--- src/rtl/tpu_seq.sv ---
// Sequencer that loads a 3x3 systolic array: weights, skewed data, drain, then captures the accumulators.
// Optional run counter output perf_runs is enabled with `define TPU_SEQ_PERF_EN.
module tpu_seq #(
  parameter int DRAIN_CYCLES = 4
) (
  input  logic        clk,
  input  logic        reset,
  input  logic        wr_en,
  input  logic        wr_sel,
  input  logic [1:0]  wr_row,
  input  logic [23:0] wr_data,
  input  logic        start,
  output logic        busy,
  output logic        done,
  output logic        err,
  output logic [71:0] result,
  output logic        mmu_reset,
  output logic        mmu_control,
  output logic [23:0] mmu_wt_arr,
  output logic [23:0] mmu_data_arr,
  input  logic [71:0] mmu_acc_out
`ifdef TPU_SEQ_PERF_EN
  ,
  output logic [15:0] perf_runs
`endif
);

  localparam int DW = (DRAIN_CYCLES > 0) ? $clog2(DRAIN_CYCLES + 1) : 1;
  localparam logic [DW-1:0] DRAIN_LAST = DW'((DRAIN_CYCLES > 0) ? DRAIN_CYCLES - 1 : 0);

  localparam logic [2:0] S_IDLE  = 3'd0;
  localparam logic [2:0] S_CLR   = 3'd1;
  localparam logic [2:0] S_WLOAD = 3'd2;
  localparam logic [2:0] S_FEED  = 3'd3;
  localparam logic [2:0] S_DRAIN = 3'd4;
  localparam logic [2:0] S_CAPT  = 3'd5;

  logic [2:0]    r_state;
  logic [2:0]    r_step;
  logic [DW-1:0] r_drain_cnt;
  logic [23:0]   r_wt_buf   [0:2];
  logic [23:0]   r_data_buf [0:2];
  logic          r_busy;
  logic          r_done;
  logic          r_err;
  logic [71:0]   r_result;
  logic          r_mmu_reset;
  logic          r_mmu_control;
  logic [23:0]   r_mmu_wt_arr;
  logic [23:0]   r_mmu_data_arr;

  logic [2:0]    w_state_nxt;
  logic [2:0]    w_step_nxt;
  logic [DW-1:0] w_drain_nxt;
  logic [23:0]   w_wt_nxt;
  logic [23:0]   w_data_nxt;
  logic          w_wr_ok;
  logic          w_reject;

  assign w_wr_ok  = wr_en && (r_state == S_IDLE) && (wr_row != 2'd3);
  assign w_reject = (wr_en || start) && (r_state != S_IDLE);

  // NOTE: every signal assigned in an always_comb gets a default first, so no latch is inferred.
  always_comb begin
    w_state_nxt = r_state;
    w_step_nxt  = r_step;
    w_drain_nxt = r_drain_cnt;
    case (r_state)
      S_IDLE: begin
        if (start) begin
          w_state_nxt = S_CLR;
          w_step_nxt  = 3'd0;
          w_drain_nxt = '0;
        end
      end
      S_CLR: begin
        w_state_nxt = S_WLOAD;
        w_step_nxt  = 3'd0;
      end
      S_WLOAD: begin
        if (r_step == 3'd2) begin
          w_state_nxt = S_FEED;
          w_step_nxt  = 3'd0;
        end else begin
          w_step_nxt = r_step + 3'd1;
        end
      end
      S_FEED: begin
        if (r_step == 3'd4) begin
          w_state_nxt = (DRAIN_CYCLES == 0) ? S_CAPT : S_DRAIN;
          w_step_nxt  = 3'd0;
          w_drain_nxt = '0;
        end else begin
          w_step_nxt = r_step + 3'd1;
        end
      end
      S_DRAIN: begin
        if (r_drain_cnt == DRAIN_LAST) begin
          w_state_nxt = S_CAPT;
          w_drain_nxt = '0;
        end else begin
          w_drain_nxt = r_drain_cnt + 1'b1;
        end
      end
      S_CAPT:  w_state_nxt = S_IDLE;
      default: begin
        w_state_nxt = S_IDLE;
        w_step_nxt  = 3'd0;
        w_drain_nxt = '0;
      end
    endcase
  end

  // Bus values are computed for the state about to be entered so the outputs can be registered.
  always_comb begin
    w_wt_nxt   = '0;
    w_data_nxt = '0;
    if (w_state_nxt == S_WLOAD) begin
      case (w_step_nxt)
        3'd0:    w_wt_nxt = r_wt_buf[0];
        3'd1:    w_wt_nxt = r_wt_buf[1];
        3'd2:    w_wt_nxt = r_wt_buf[2];
        default: w_wt_nxt = '0;
      endcase
    end
    if (w_state_nxt == S_FEED) begin
      // Diagonal skew: lane k carries row (t-k).
      case (w_step_nxt)
        3'd0: w_data_nxt = {8'h00, 8'h00, r_data_buf[0][7:0]};
        3'd1: w_data_nxt = {8'h00, r_data_buf[0][15:8], r_data_buf[1][7:0]};
        3'd2: w_data_nxt = {r_data_buf[0][23:16], r_data_buf[1][15:8], r_data_buf[2][7:0]};
        3'd3: w_data_nxt = {r_data_buf[1][23:16], r_data_buf[2][15:8], 8'h00};
        3'd4: w_data_nxt = {r_data_buf[2][23:16], 8'h00, 8'h00};
        default: w_data_nxt = '0;
      endcase
    end
  end

  // NOTE: sequential state uses <= so every register samples pre-edge values.
  // NOTE: the row buffers are cleared by reset, so they live in the reset branch rather than as a RAM.
  always_ff @(posedge clk or posedge reset) begin
    if (reset) begin
      r_state        <= S_IDLE;
      r_step         <= 3'd0;
      r_drain_cnt    <= '0;
      for (int i = 0; i < 3; i++) begin
        r_wt_buf[i]   <= '0;
        r_data_buf[i] <= '0;
      end
      r_busy         <= 1'b0;
      r_done         <= 1'b0;
      r_err          <= 1'b0;
      r_result       <= '0;
      r_mmu_reset    <= 1'b1;
      r_mmu_control  <= 1'b0;
      r_mmu_wt_arr   <= '0;
      r_mmu_data_arr <= '0;
    end else begin
      r_state     <= w_state_nxt;
      r_step      <= w_step_nxt;
      r_drain_cnt <= w_drain_nxt;
      if (w_wr_ok) begin
        if (wr_sel) r_data_buf[wr_row] <= wr_data;
        else        r_wt_buf[wr_row]   <= wr_data;
      end
      r_busy         <= (w_state_nxt != S_IDLE);
      r_done         <= (r_state == S_CAPT);
      r_err          <= w_reject;
      if (r_state == S_CAPT) r_result <= mmu_acc_out;
      r_mmu_reset    <= (w_state_nxt == S_CLR);
      r_mmu_control  <= (w_state_nxt == S_WLOAD) || (w_state_nxt == S_FEED);
      r_mmu_wt_arr   <= w_wt_nxt;
      r_mmu_data_arr <= w_data_nxt;
    end
  end

`ifdef TPU_SEQ_PERF_EN
  logic [15:0] r_perf_runs;

  always_ff @(posedge clk or posedge reset) begin
    if (reset)                  r_perf_runs <= '0;
    else if (r_state == S_CAPT) r_perf_runs <= r_perf_runs + 16'd1;
  end

  assign perf_runs = r_perf_runs;
`endif

  assign busy         = r_busy;
  assign done         = r_done;
  assign err          = r_err;
  assign result       = r_result;
  assign mmu_reset    = r_mmu_reset;
  assign mmu_control  = r_mmu_control;
  assign mmu_wt_arr   = r_mmu_wt_arr;
  assign mmu_data_arr = r_mmu_data_arr;

endmodule
--- config.mk ---
export PLATFORM = sky130hd
export DESIGN_NAME = tpu_seq
export DESIGN_NICKNAME = d
export VERILOG_FILES = /design/src/rtl/tpu_seq.sv
export SDC_FILE = /design/constraint.sdc
export NUM_CORES = 1
export LEC_CHECK = 0
export ABC_AREA = 0
export BUFFER_PORTS_ARGS = -buffer_cell sky130_fd_sc_hd__buf_2
export CELL_PAD_IN_SITES_DETAIL_PLACEMENT = 2
export CELL_PAD_IN_SITES_GLOBAL_PLACEMENT = 2
export CORE_ASPECT_RATIO = 1.25
export CORE_MARGIN = 8
export CORE_UTILIZATION = 35
export DETAILED_ROUTE_END_ITERATION = 6
export HOLD_SLACK_MARGIN = 0.02
export PLACE_DENSITY_LB_ADDON = 0.1
export SYNTH_ARGS = -nofsm -noshare
export SYNTH_HDL_FRONTEND = slang
export SYNTH_SLANG_ARGS = --single-unit
--- constraint.sdc ---
create_clock -name clk -period 11.35 [get_ports clk]
set_clock_uncertainty 0.05 [all_clocks]
set_input_delay 1.135 -clock clk [delete_from_list [all_inputs] [get_ports clk]]
set_output_delay 1.135 -clock clk [all_outputs]
set_load 0.01 [all_outputs]
==> impl_results.md <==
- H-tree lvl count: 1
- Die area: 0.0382 mm²
- Hold path cells: 2
- # DRC: 0
- Total iterations of the first detailed-routing run: 4
- Count of pins over their slew limit: 0
- CP endpoint kind: register
- Final period utilization: 0.324
- Root Driver: clkbuf_16
- Arrival time of data at the critical path endpoint: 4100 ps
- Synth Area per Inst: 11.8 µm²
- Hold Crit Endpoint: result[24]
- # rows: 73
- Initial DRC Count: 276
- Slowest cell on the critical path: or3_1
- Crit path buffers/inverters: 3
- Cell types with the largest area share after synthesis: dfrtp_1, nand2_1, mux2_2
- Required time at the worst-slack endpoint: 11780 ps
- Boundary pin count: 228
- Number of buffers created by CTS: 31
- Peak supply drop: 0.149 mV
- Horizontal die dimension: 176 µm
- HPWL reported at the end of detailed placement: 21700 µm
- Highest fanout seen on the critical path: 64
- Vias in the first global route: 9470
- Via total after detailed routing: 8106
- Most instantiated flip-flop cell in the synthesis netlist: dfrtp_1
- RePlAce Congestion: 0.706
- Static Leakage: 0.00697 µW
- Post-Syn Area: 0.0113 mm²
- Min-Delay Startpoint: result[24]
- Wire length of the first global-routing pass: 53800 µm
- Routed wirelength normalized by instance count: 20.9 µm
- Max-Slew Margin vs Limit: 0.306
- Clock slew at reported path FFs: 60 ps
- Shortest clock period the worst path allows after layout: 3670 ps
- RSZ-0062 raised after global routing: no
- Net count of the finished layout: 1277
- Worst reg2reg path depth: 9
- Final setup violation count: 0
- CTS sink cnt: 278
- Clock Path Buffers: 3
- Setup crit start kind: register
- Count of buffers from port buffering: 227
- Clock tree from TritonCTS: done
- Most instantiated library cell after synthesis: nand2_1
- Worst flop-to-flop path endpoint: mmu_data_arr[22]
- Family with the most delay on the worst path: buffers and inverters
- Total detailed-routing wirelength: 33600 µm
- Hold-fix buffers, CTS: 0
- Area fraction of the dominant cell type after synthesis: 0.616
- Post-synth top cells: nand2_1, dfrtp_1, mux2_2, a21oi_1, mux2_1
- Run status: finished, final reports clean
- Number of flops mapped to enable cells by yosys: 0
- Global routing usage summed across all routing layers: 0.176
- Crit Path Category: register to register
- Synthesized net count: 1060
- Maximum number of pins on one net before global-route repair: 147
- FF+latch count, synth: 278
- Gate Count Post-Synth: 953
- Total Power: 3770 µW
- Distinct cell type count of the synthesized netlist: 54
- Maximum operating frequency: 272 MHz
- Reg2Reg Setup Slack: 7680 ps
- Share of the yosys chip area belonging to registers: 0.618
- Number of antenna violations at the first check in global routing: 9
- Residual overflow from global routing: 0
- Clock latency reported for the late side of the worst-skew pair: 560 ps
- Die extent in y: 217 µm
- Share of flip-flops with an asynchronous set or reset: 1.00
- Actual transition at the worst max-transition pin: 1040 ps
- Detailed-route vias per instance: 5.04
- RR Startpoint: r_step[0]
- Remaining antenna violation count: 0
- Delay of the slowest cell on the worst path: 650 ps
- Total negative slack for setup checks: 0 ps
- Placeable core region: 0.0318 mm²
- Number of failing hold endpoints at the final stage: 0
- Top cell type by total area after synthesis: dfrtp_1
- Warning count from the yosys run: 0
- Initial standard-cell utilization of the core: 0.354
- Buffer count from post-CTS setup fixing: 0
- Fraction of final layout cells sized beyond drive strength 1: 0.346
- Worst Hold Class: register to register
- Post-cts sizing count: 0
- Pwr dens: 273 mW/mm²
- Max-cap check violation count: 0
- Layout overhead on the synthesized area: 22.5%
- Critical path cell sequence: inv_1 -> ha_1 -> or3b_1 -> and3_1 -> a21oi_4 -> buf_4 -> inv_2 -> or3_1 -> o22ai_1
[worst reg2reg max path, delay by kind of cell, from the launching register on]
kind	cells	cell delay [ps]
AND/OR/NAND/NOR	3	1240
adder cells (fa/ha/maj)	1	160
AO/OA/AOI/OAI	2	320
buffers and inverters	3	1430
flip-flops	1	400
[how the worst max path moves through the flow]
stage	slack, ps	start	cells after the start	endpoint
6_report	7680	r_step[0]	9	mmu_data_arr[22]
5_1_grt	7360	r_step[0]	9	mmu_data_arr[22]
4_1_cts	7600	r_step[0]	9	mmu_data_arr[22]
3_5_place_dp	7410	start	7	mmu_data_arr[22]
3_3_place_gp	7480	start	7	mmu_data_arr[22]
2_1_floorplan	2500	reset	1	busy
[logic make-up after synthesis]
kind of cell | share of synthesized area
AO/OA/AOI/OAI | 0.0743
adder cells (fa/ha/maj) | 0.00445
AND/OR/NAND/NOR | 0.128
multiplexers | 0.152
flip-flops | 0.618
buffers and inverters | 0.0237
[cell type report]
cell class	count	area, µm²
fillers	3337	18000
flip-flops and latches	278	6960
multi-input cells	611	4050
repair buffers	240	1230
clock buffers	45	878
well taps	412	515
clock inverters	11	114
inverters	8	37.5
diodes	2	5.00
[state kept, by name, indices dropped and copies added, names as in the netlist]
name,flops
mmu_control,1
err,1
mmu_data_arr,24
r_wt_buf,72
r_step,3
mmu_wt_arr,24
busy,1
mmu_reset,1
r_data_buf,72
r_state,3
done,1
result,72
r_drain_cnt,3
[cell usage in the layout (no fill, tap or decap), drive strengths merged, types with 8 or more instances in the layout]
master,netlist,final
a211oi,9,9
a21oi,51,51
a311oi,31,31
buf,17,240
clkbuf,39,45
dfrtp,277,277
inv,8,9
mux2,144,144
mux2i,9,9
nand2,300,300
nand3,8,8
nor2,8,8
o22ai,8,8
[per-stage QoR]
stage	setup slack (ps)	utilization	area, µm²	hold WS [ps]	instances
after floorplan	2500	-	11300	408	953
after global placement	7480	0.403	12800	402	1549
after detailed placement	7410	0.403	12800	412	1549
after CTS	7600	0.434	13800	426	1605
after global routing	7360	0.434	13800	444	1605
final	7680	0.434	13800	419	1607
[report_power, final]
| group | internal, µW | switching, µW | leakage (µW) |
|---|---|---|---|
| clock network | 579 | 406 | 0.000485 |
| registers | 1300 | 173 | 0.00360 |
| logic | 454 | 858 | 0.00288 |
| total | 2330 | 1440 | 0.00697 |
[metal layers]
layer  vias to the layer above  track usage  routed length (µm)
met2                       204        0.297               16200
met4                        14       0.0469                 609
li1                       3677            -                   -
met3                        56       0.0685                2980
met1                      4155        0.205               13600
met5                         -            0                  95
No activity file was read; power rests on OpenSTA's default activity.
